[config.mk]
export PLATFORM = sky130hd
export DESIGN_NAME = gate_bist_seq
export DESIGN_NICKNAME = d
export VERILOG_FILES = /design/src/rtl/gate_bist_seq.sv
export SDC_FILE = /design/constraint.sdc
export NUM_CORES = 1
export LEC_CHECK = 0
export CORE_AREA = 10 10 53 55
export CTS_BUF_LIST = sky130_fd_sc_hd__clkbuf_4
export DETAILED_ROUTE_END_ITERATION = 10
export DIE_AREA = 0 0 63 65
export DONT_BUFFER_PORTS = 1
export GPL_TIMING_DRIVEN = 1
export PLACE_DENSITY = 0.68
export SYNTH_ARGS = -nofsm -noshare
export SYNTH_HDL_FRONTEND = slang
export SYNTH_SLANG_ARGS = --single-unit
[constraint.sdc]
create_clock -name CLK -period 2 [get_ports CLK]
set_clock_uncertainty 0.1 [all_clocks]
set_input_delay 0.1 -clock CLK [delete_from_list [all_inputs] [get_ports CLK]]
set_output_delay 0.1 -clock CLK [all_outputs]
set_load 0.05 [all_outputs]
[src/rtl/gate_bist_seq.sv]
// BIST sequencer: applies every gate input pattern, holds it SETTLE+1 cycles, then compares Z to EXPECT (CARE-masked).
// Full run is 2^N_IN*(SETTLE+2)+1 cycles from START to DONE; BIST_CONTINUE_EN keeps running past mismatches and adds ERR_CNT.
module gate_bist_seq #(
  parameter int                    N_IN   = 2,
  parameter int                    SETTLE = 10,
  parameter logic [(1<<N_IN)-1:0]  EXPECT = 4'b1000,
  parameter logic [(1<<N_IN)-1:0]  CARE   = 4'b1111
) (
  input  logic            CLK,
  input  logic            RST,
  input  logic            START,
  input  logic            Z,
  output logic [N_IN-1:0] DRV,
  output logic            BUSY,
  output logic            DONE,
  output logic            PASS,
  output logic [N_IN-1:0] FAIL_IDX,
  output logic            FAIL_VAL
`ifdef BIST_CONTINUE_EN
  ,
  output logic [N_IN:0]   ERR_CNT
`endif
);

  localparam int             CW       = (SETTLE > 1) ? $clog2(SETTLE) : 1;
  localparam logic [CW-1:0]  CNT_INIT = CW'(SETTLE - 1);
  localparam logic [CW-1:0]  CNT_ONE  = CW'(1);
  localparam logic [N_IN:0]  IDX_LAST = (N_IN + 1)'((1 << N_IN) - 1);
  localparam logic [N_IN:0]  IDX_ONE  = (N_IN + 1)'(1);

  typedef enum logic [2:0] {
    S_IDLE,
    S_APPLY,
    S_SETTLE,
    S_CHECK,
    S_FINISH
  } state_t;

  state_t          state_q, state_d;
  logic [N_IN:0]   idx_q, idx_d;
  logic [CW-1:0]   cnt_q, cnt_d;
  logic [N_IN-1:0] drv_q, drv_d;
  logic            busy_q, busy_d;
  logic            done_q, done_d;
  logic            pass_q, pass_d;
  logic [N_IN-1:0] fail_idx_q, fail_idx_d;
  logic            fail_val_q, fail_val_d;
  logic            mismatch;
`ifdef BIST_CONTINUE_EN
  logic [N_IN:0]   err_cnt_q, err_cnt_d;
`endif

  // Don't-care patterns are still driven but can never flag a mismatch.
  assign mismatch = CARE[idx_q[N_IN-1:0]] && (Z != EXPECT[idx_q[N_IN-1:0]]);

  always_comb begin
    state_d    = state_q;
    idx_d      = idx_q;
    cnt_d      = cnt_q;
    drv_d      = drv_q;
    busy_d     = busy_q;
    done_d     = 1'b0;
    pass_d     = pass_q;
    fail_idx_d = fail_idx_q;
    fail_val_d = fail_val_q;
`ifdef BIST_CONTINUE_EN
    err_cnt_d  = err_cnt_q;
`endif

    case (state_q)
      S_IDLE: begin
        if (START) begin
          state_d    = S_APPLY;
          idx_d      = '0;
          busy_d     = 1'b1;
          pass_d     = 1'b0;
          fail_idx_d = '0;
          fail_val_d = 1'b0;
`ifdef BIST_CONTINUE_EN
          err_cnt_d  = '0;
`endif
        end
      end

      S_APPLY: begin
        drv_d   = idx_q[N_IN-1:0];
        cnt_d   = CNT_INIT;
        state_d = S_SETTLE;
      end

      S_SETTLE: begin
        if (cnt_q == '0) begin
          state_d = S_CHECK;
        end else begin
          cnt_d = cnt_q - CNT_ONE;
        end
      end

      S_CHECK: begin
`ifdef BIST_CONTINUE_EN
        if (mismatch) begin
          err_cnt_d = err_cnt_q + IDX_ONE;
          if (err_cnt_q == '0) begin
            fail_idx_d = idx_q[N_IN-1:0];
            fail_val_d = Z;
          end
        end
        if (idx_q == IDX_LAST) begin
          pass_d  = (err_cnt_d == '0);
          state_d = S_FINISH;
        end else begin
          idx_d   = idx_q + IDX_ONE;
          state_d = S_APPLY;
        end
`else
        if (mismatch) begin
          fail_idx_d = idx_q[N_IN-1:0];
          fail_val_d = Z;
          pass_d     = 1'b0;
          state_d    = S_FINISH;
        end else if (idx_q == IDX_LAST) begin
          pass_d  = 1'b1;
          state_d = S_FINISH;
        end else begin
          idx_d   = idx_q + IDX_ONE;
          state_d = S_APPLY;
        end
`endif
      end

      S_FINISH: begin
        done_d  = 1'b1;
        busy_d  = 1'b0;
        state_d = S_IDLE;
      end

      default: begin
        state_d = S_IDLE;
        busy_d  = 1'b0;
      end
    endcase
  end

  always_ff @(posedge CLK) begin
    if (RST) begin
      state_q    <= S_IDLE;
      idx_q      <= '0;
      cnt_q      <= '0;
      drv_q      <= '0;
      busy_q     <= 1'b0;
      done_q     <= 1'b0;
      pass_q     <= 1'b0;
      fail_idx_q <= '0;
      fail_val_q <= 1'b0;
`ifdef BIST_CONTINUE_EN
      err_cnt_q  <= '0;
`endif
    end else begin
      state_q    <= state_d;
      idx_q      <= idx_d;
      cnt_q      <= cnt_d;
      drv_q      <= drv_d;
      busy_q     <= busy_d;
      done_q     <= done_d;
      pass_q     <= pass_d;
      fail_idx_q <= fail_idx_d;
      fail_val_q <= fail_val_d;
`ifdef BIST_CONTINUE_EN
      err_cnt_q  <= err_cnt_d;
`endif
    end
  end

  assign DRV      = drv_q;
  assign BUSY     = busy_q;
  assign DONE     = done_q;
  assign PASS     = pass_q;
  assign FAIL_IDX = fail_idx_q;
  assign FAIL_VAL = fail_val_q;
`ifdef BIST_CONTINUE_EN
  assign ERR_CNT  = err_cnt_q;
`endif

endmodule

# Yosys cells after proc, flatten, opt, wreduce, memory -nomap -nowiden
# Cells that the tools add are included.
[totals]
ff_bits = 18
in_bits = 4
out_inout_bits = 8
elab_cells = 65
[op_classes]
addsub = 2
order_cmp = 1
eq_ne = 13
muxes = 27
bitwise_logic = 1
reduce_logical = 12
[op_table]
columns = ["cell", "n"]
rows = [
  ["2-to-1 mux 3 bit", 7],
  ["inequality test 2 bit (second input constant)", 6],
  ["case mux 3 bit (4 select lines)", 1],
  ["equality test 3 x 2 -> 1 bit (second input constant)", 3],
  ["2-to-1 mux 1 bit", 8],
  ["case mux 4 bit (2 select lines)", 1],
  ["case mux 1 bit (2 select lines)", 3],
  ["case mux 3 bit (2 select lines)", 1],
  ["AND reduction 2 bit", 3],
  ["AND reduction 3 bit", 2],
  ["binary-select mux 1 bit (select 2 bit)", 2],
  ["logical NOT 4 bit", 1],
  ["2-to-1 mux 2 bit", 2],
  ["2-to-1 mux 4 bit", 1],
  ["case mux 2 bit (2 select lines)", 1],
  ["AND reduction 4 bit", 1],
  ["nonzero test 2 bit", 2],
  ["subtractor 4 x 1 -> 4 bit (second input constant)", 1],
  ["adder 3 x 1 -> 3 bit (second input constant)", 1],
  ["equality test 3 x 1 -> 1 bit (second input constant)", 1],
  ["equality test 3 bit (second input constant)", 1],
  ["logical NOT 3 bit", 1],
  ["< comparator 2 x 3 -> 1 bit (second input constant)", 1],
  ["inequality test 3 bit (second input constant)", 1],
  ["other kinds (4)", 4],
]

# Longest topological paths before layout
# Gate-level depths: netlist of the first run.
[logic_depth]
word_depth = 6
ltp_mapped = 5

# Least setup slack after synthesis of the first run
# OpenSTA, ideal clock, no wires.
[synth_timing]
path_type = "register to register"
startpoint = "register idx_q[0]"
endpoint = "register idx_q[2]"
setup_time_ns = 0.074
t_arrival_ns = 1.467
t_required_ns = 1.826
path_slack_ns = 0.359
stages_incl_launch_ff = 5
n_path_buf = 0
cell_sequence = "dfxtp_1 > ha_1 > ha_1 > or4_1 > a31oi_1"
[synth_between]
elab_chain_len = 6
[synth_rtl]
columns = ["item", "line", "text"]
rows = [
  ["start, declared", "40", "logic [N_IN:0] idx_q, idx_d;"],
  ["start signal, assigned", "160", "idx_q <= idx_d;"],
  ["binary-select mux 1 bit (select 2 bit)", "54", "assign mismatch = CARE[idx_q[N_IN-1:0]] && (Z != EXPECT[idx_q[N_IN-1:0]]);"],
  ["2-to-1 mux 1 bit (not written as such)", "54", ""],
  ["inequality test 1 bit", "54", ""],
  ["logical AND 1 bit", "54", ""],
  ["inequality test 2 bit (no line)", "--", ""],
  ["AND reduction 4 bit (no line)", "--", ""],
]
# Parallel ways exist; a longest one is shown, timed or not. The select of a mux whose other input is x is not followed.
# A chain may end at the register's enable or synchronous reset.

# Worst setup path in the final report of the first run
[layout_timing]
startpoint = "register cnt_q[0]"
endpoint = "register cnt_q[0]"
[layout_between]
elab_chain_len = 3
[layout_rtl]
columns = ["item", "line", "text"]
rows = [
  ["start, declared", "41", "logic [CW-1:0] cnt_q, cnt_d;"],
  ["start signal, assigned", "161", "cnt_q <= cnt_d;"],
  ["subtractor 4 x 1 -> 4 bit or logical NOT 4 bit (tied branches)", "95, 92", ""],
  ["2-to-1 mux 4 bit or inequality test 2 bit (tied branches)", "--", ""],
  ["case mux 4 bit (2 select lines) or AND reduction 2 bit (tied branches)", "--", ""],
]
# Parallel ways exist; a longest one is shown, timed or not. The select of a mux whose other input is x is not followed.

==> metrics.md, run 1 <==
| Metric | Value |
|---|---|
| First-pass GRT wire length | 3260 µm |
| CTS Buf Count | 3 |
| Post-synth top area share | 40.9% |
| Worst-path maximum fanout | 7 |
| Commonest non-fill, non-tap cell in the layout | dfxtp_1 |
| DRT Wirelength | 1900 µm |
| Initial antenna violation count | 0 |
| Setup bufs post-CTS | 0 |
| Setup CP Type | reg2reg |
| Ys Warns | 0 |
| Setup crit end | cnt_q[0]$_SDFFE_PP0P_ |
| Worst skew pair latency | 0.29 ns |
| Routed WL per cell | 14.2 µm |
| Crit path depth | 5 |
| Worst Hold Class | in2reg |
| Hold Slack | 0.0209 ns |
| Worst-Margin Slew | 0.753 ns |
| Worst path arrival time | 1.83 ns |
| M2 GR Usage | 15.6% |
| Max-slew headroom | 49.7% |
| FF-to-FF path depth | 5 |
| DR DRC count | 0 |
| Delay-heaviest family, CP | simple AND/OR/NAND/NOR gates |
| Hold Vio Cnt, Final | 0 |
| Critical Path Source Type | flip-flop |
| Mapped Cells | 98 |
| DR vias/cell | 5.75 |
| RSZ-0062 raised after global routing | false |
| TNS Setup | 0 ns |
| Core Area | 1860 µm² |
| Fin. max-slew vios | 0 |
| Sequential-to-total area share from yosys stat | 40.9% |
| Max stage delay on crit path | 0.62 ns |
| Initial DRC count | 15 |
| Fin crit share | 87.0% |
| Worst setup path start | cnt_q[0]$_SDFFE_PP0P_ |
| Total global-route track usage | 9.88% |
| Int Pwr | 570 µW |
| Met3 global-route usage | 4.12% |
| Clock Path Buffers | 2 |
| Commonest non-fill, non-tap cells in the layout | dfxtp_1, buf_4, a21oi_1 |
| Clock Power Share | 20.2% |
| TritonCTS clock tree | done |
| P&R area growth vs syn | 16.3% |
| Synthesized area | 881 µm² |
| Post-synth EDFFs | 0 |
| Critical path cell sequence | inv_1 > ha_1 > nor3b_1 > o211ai_1 > o311a_1 |
| Ys flop type | dfxtp_1 |
| TritonCTS Sinks | 18 |
| Diode count | 0 |
| FP Rows | 16 |
| DRT Pass-1 Iters | 4 |
| CP bufs+invs | 1 |
| Flop and latch count out of synthesis | 18 |
| Reg power frac | 49.2% |
| Status | finished clean |
| LEAKAGE | 0.000363 µW |
| Pin count of the biggest net entering global routing | 18 |
| Proportion of layout cells with a drive suffix above 1 | 17.8% |
| Die Ht | 65 µm |
| NumNets Final | 117 |
| Synth cell types | 31 |
| Vias | 770 |
| Die X | 63 µm |
| Root Buffer Master | clkbuf_4 |
| Asr flop ratio synth | 0% |
| Final Critical Period | 1.74 ns |
| Power per cell area | 845 nW/µm² |
| Reg2Reg Launch Point | cnt_q[0]$_SDFFE_PP0P_ |
| HPWL Detailed | 1360 µm |
| Vias in the first global route | 745 |
| DRT antenna net count | 0 |
| Port Buffers | 0 |
| Sw Share | 34.2% |
| Synth top area cells | dfxtp_1, ha_1, o211ai_1 |
| Worst path required time | 2.09 ns |
| Total power | 866 µW |
| Total die area | 4100 µm² |
| GR met1 Demand/Resource | 10.3% |
| Syn Nets | 106 |
| Ports | 12 |
| Worst R2R Setup Slack | 0.26 ns |
| Reg2Reg Capture Point | cnt_q[0]$_SDFFE_PP0P_ |
| Crit. End Element | flip-flop |
| Max VDD drop | 541 µV |
| Comb pwr share | 30.6% |
| Slowest cell on crit path | nor3b_1 |
| Global route overflow | 0 |
| Starting Density | 47.3% |
| Sw Pwr | 296 µW |
| Post-synth top area cell | dfxtp_1 |
| Clock input transition at the sequential cells of the worst setup and hold paths | 0.09 ns |
| Final setup vio count | 0 |
| Fmax | 575 MHz |
| Global route hottest layer | met2 |
| Max-cap viol count | 0 |
| Final Wtd Congestion | 0.853 |
| Post-Syn Area per Cell | 8.99 µm² |
| CTS H-tree lvls | 1 |
==> worst min-delay path by stage <==
stage / startpoint / endpoint / slack [ns] / depth (start not counted)
2_1_floorplan: Z / FAIL_VAL$_SDFFE_PP0P_ / 0.16 / 2
3_3_place_gp: RST / cnt_q[1]$_SDFFE_PP0P_ / 0.07 / 1
3_5_place_dp: RST / FAIL_IDX[0]$_SDFFE_PP0P_ / 0.08 / 1
4_1_cts: Z / FAIL_IDX[1]$_SDFFE_PP0P_ / 0.003 / 3
5_1_grt: Z / FAIL_IDX[1]$_SDFFE_PP0P_ / 0.03 / 3
6_report: Z / FAIL_IDX[1]$_SDFFE_PP0P_ / 0.02 / 3
==> registers in the layout, indices dropped and copies added, names as in the netlist <==
name      count
BUSY          1
DONE          1
DRV           2
FAIL_IDX      2
FAIL_VAL      1
PASS          1
cnt_q         4
idx_q         3
state_q       3
==> power groups by stage <==
stage | sequential, µW | clock, µW | combinational, µW
floorplan | 433 | 0 | 195
global placement | 433 | 0 | 243
detailed placement | 434 | 0 | 248
CTS | 426 | 185 | 259
global route | 431 | 201 | 299
finish | 426 | 175 | 265
==> timing repair <==
item                       in CTS  in global routing
hold endpoints to repair       18                  1
resized for setup               0                  5
hold buffers                    3                  1
setup endpoints to repair       0                  1
==> cell usage after synthesis, drive strengths merged (2+ instances only) <==
master,count
a21oi,8
a31oi,4
buf,5
clkbuf,2
dfxtp,18
ha,4
inv,7
nand2,5
nand3,5
nand3b,2
nor2,2
nor3b,2
o211ai,6
o21ai,3
o221ai,3
or3,3
or3b,3
or4,3
xnor2,2
==> cell type report <==
class | instances | area [µm²]
Multi-Input combinational cell | 66 | 474
Fill cell | 179 | 837
Sequential cell | 18 | 363
Tap cell | 27 | 33.8
Inverter | 7 | 26.3
Clock buffer | 3 | 22.5
Timing Repair Buffer | 13 | 105
==> cells by family (layout without fill, tap and decap cells) <==
logic type | count (synthesis) | in the layout | share of synthesized area, %
AND/OR/NAND/NOR | 31 | 31 | 22.3
AO/OA/AOI/OAI | 28 | 28 | 21.6
flip-flops | 18 | 18 | 40.9
buffers and inverters | 14 | 23 | 6.53
adder cells (fa/ha/maj) | 4 | 4 | 5.68
XOR/XNOR | 3 | 3 | 2.98
==> metal layers <==
| layer | routed length, µm | part of all wire (%) |
|---|---|---|
| met1 | 900 | 47 |
| met2 | 832 | 44 |
| met3 | 111 | 5.8 |
| met4 | 56 | 2.9 |
| met5 | 0 | 0 |
==> worst register-to-register path, cell delays in order, from the launching register on <==
cell and delay (ns):
dfxtp_1 0.32, inv_1 0.11, ha_1 0.15, nor3b_1 0.62, o211ai_1 0.19, o311a_1 0.15
==> per-stage QoR <==
stage	cell area (µm²)	utilization (%)	setup WS, ns	instances
finish	1020	55.0	0.260	134
global route	1020	55.0	0.0910	134
floorplan	881	-	0.359	98
global placement	958	51.5	0.307	128
detailed placement	958	51.5	0.220	128
CTS	1010	54.3	0.0129	134
Note: power is estimated with default switching activity, not from simulation.
==> run 2, diff against run 1 <==
==> constraint.sdc (replaced) <==
create_clock -name CLK -period 2 [get_ports CLK]
set_clock_uncertainty 0.1 [all_clocks]
set_input_delay 0.2 -clock CLK [delete_from_list [all_inputs] [get_ports CLK]]
set_output_delay 0.2 -clock CLK [all_outputs]
set_load 0.05 [all_outputs]
==> metrics.md, run 2 (synthesized netlist as in run 1, its figures left out) <==
| Metric | Value |
|---|---|
| Status | finished clean |
| Design area | 967 µm² |
| Hold path start | START |
| Global route overflow | 0 |
| Delay-heaviest family, CP | adder cells |
| Routed WL per cell | 14.1 µm |
| Max-cap viol count | 0 |
| DR vias/cell | 5.78 |
| Final setup vio count | 0 |
| Hold Vio Cnt, Final | 0 |
| Clock Power Share | 21.3% |
| Final Wtd Congestion | 0.954 |
| Sw Pwr | 296 µW |
| RSZ-0062 raised after global routing | false |
| TritonCTS Sinks | 18 |
| Critical path cell sequence | ha_1 > ha_1 > or4_1 > a31oi_1 |
| Hold Slack | 0.116 ns |
| DRT antenna net count | 0 |
| DR DRC count | 0 |
| NumNets Final | 111 |
| Fin crit share | 88.2% |
| First-pass GRT wire length | 3210 µm |
| Die Ht | 65 µm |
| P&R area growth vs syn | 9.80% |
| Worst-path maximum fanout | 5 |
| TritonCTS clock tree | done |
| Fmax | 567 MHz |
| Max reg flops | 4 |
| Total global-route track usage | 9.45% |
| Comb pwr share | 28.7% |
| Worst setup path start | idx_q[1]$_SDFFE_PP0P_ |
| DRT Pass-1 Iters | 4 |
| Commonest non-fill, non-tap cell in the layout | dfxtp_1 |
| Pin count of the biggest net entering global routing | 18 |
| Setup CP Type | reg2reg |
| Die X | 63 µm |
| Biggest regs | cnt_q (4), idx_q (3), state_q (3) |
| Root Buffer Master | clkbuf_4 |
| Sw Share | 34.5% |
| CP bufs+invs | 0 |
| Initial DRC count | 29 |
| Crit. End Element | flip-flop |
| CTS Buf Count | 3 |
| TNS Setup | 0 ns |
| Worst Hold Class | in2reg |
| Reg power frac | 50.1% |
| Power per cell area | 890 nW/µm² |
| LEAKAGE | 0.000335 µW |
| Clock Path Buffers | 2 |
| Worst path arrival time | 1.89 ns |
| Worst skew pair latency | 0.30 ns |
| Slowest cell on crit path | or4_1 |
| DRT Wirelength | 1820 µm |
| Int Pwr | 564 µW |
| Vias | 745 |
| Fin. max-slew vios | 0 |
| Worst-Margin Slew | 0.742 ns |
| Max stage delay on crit path | 0.49 ns |
| Ports | 12 |
| Worst path required time | 2.13 ns |
| Max-slew headroom | 50.4% |
| Most common cell on crit path | ha_1 |
| Critical Path Source Type | flip-flop |
| Largest Register | cnt_q |
| CTS H-tree lvls | 1 |
| Proportion of layout cells with a drive suffix above 1 | 8.82% |
| Reg2Reg Launch Point | idx_q[1]$_SDFFE_PP0P_ |
| Max VDD drop | 458 µV |
| Placed instance area | 921 µm² |
| Starting Density | 47.3% |
| Port Buffers | 0 |
| Diode count | 0 |
| HPWL Detailed | 1280 µm |
| Commonest non-fill, non-tap cells in the layout | dfxtp_1, a21oi_1, inv_1 |
| Initial antenna violation count | 0 |
| Vias in the first global route | 731 |
| Clock input transition at the sequential cells of the worst setup and hold paths | 0.10 ns |
| Final Critical Period | 1.76 ns |
| Fillers | 175 |
| Core Area | 1860 µm² |
| Total die area | 4100 µm² |
| Post-cts repair resize count | 0 |
| FP Rows | 16 |
==> run 2: changes by cell type in the layout (fill, tap and decap cells not counted), sizes merged <==
cell / change
clkinv: +1
dlygate4sd3: -1
buf: -5
==> run 2: area by class of cell <==
cell class	instances	area [µm²]	share of cell area [%]
multi-input combinational	66	463	47.9
sequential	18	360	37.3
timing repair buffer	7	57.6	5.95
tap	27	33.8	3.49
inverter	7	26.3	2.72
clock buffer	3	22.5	2.33
clock inverter	1	3.75	0.388
==> run 2: stage by stage <==
step           utilization [%]  worst slack [ns]  power [µW]  cells
6_report                  51.9             0.236         860    129
5_1_grt                   51.9             0.107         924    129
4_1_cts                   51.9             0.205         870    129
3_5_place_dp              49.5             0.228         680    123
3_3_place_gp              49.5             0.299         675    123
2_1_floorplan                -             0.359         628     98
==> run 2: power groups by stage <==
| stage | logic (µW) | registers, µW | clock network (µW) |
|---|---|---|---|
| finish | 247 | 431 | 183 |
| global route | 279 | 437 | 208 |
| CTS | 250 | 432 | 189 |
| detailed placement | 240 | 440 | 0 |
| global placement | 237 | 438 | 0 |
| floorplan | 195 | 433 | 0 |
==> run 2: worst paths after layout <==
kind | to | slack (ns) | depth (start not counted)
setup / recovery | idx_q[2]$_SDFFE_PP0P_ | 0.24 | 4
hold / removal | state_q[0]$_SDFFE_PP0P_ | 0.12 | 3
setup reg to reg | idx_q[2]$_SDFFE_PP0P_ | 0.24 | 4
hold reg to reg | cnt_q[1]$_SDFFE_PP0P_ | 0.41 | 2
==> run 2: routing by layer <==
metal	track usage (%)	wire (µm)	up-vias
met5	0	0	-
met4	5.03	35	0
met3	3.95	155	5
met2	14.8	757	21
met1	10.7	866	344
li1	-	-	375
==> run 2: worst reg2reg max path, stage by stage, from the launching register on <==
cell and delay (ns):
dfxtp_1 0.42, ha_1 0.27, ha_1 0.25, or4_1 0.49, a31oi_1 0.16
==> run 2: timing repair <==
action / in CTS / in global routing
hold buffers: 2 / 0
buffers inserted: 0 / 0
hold endpoints to repair: 18 / 0
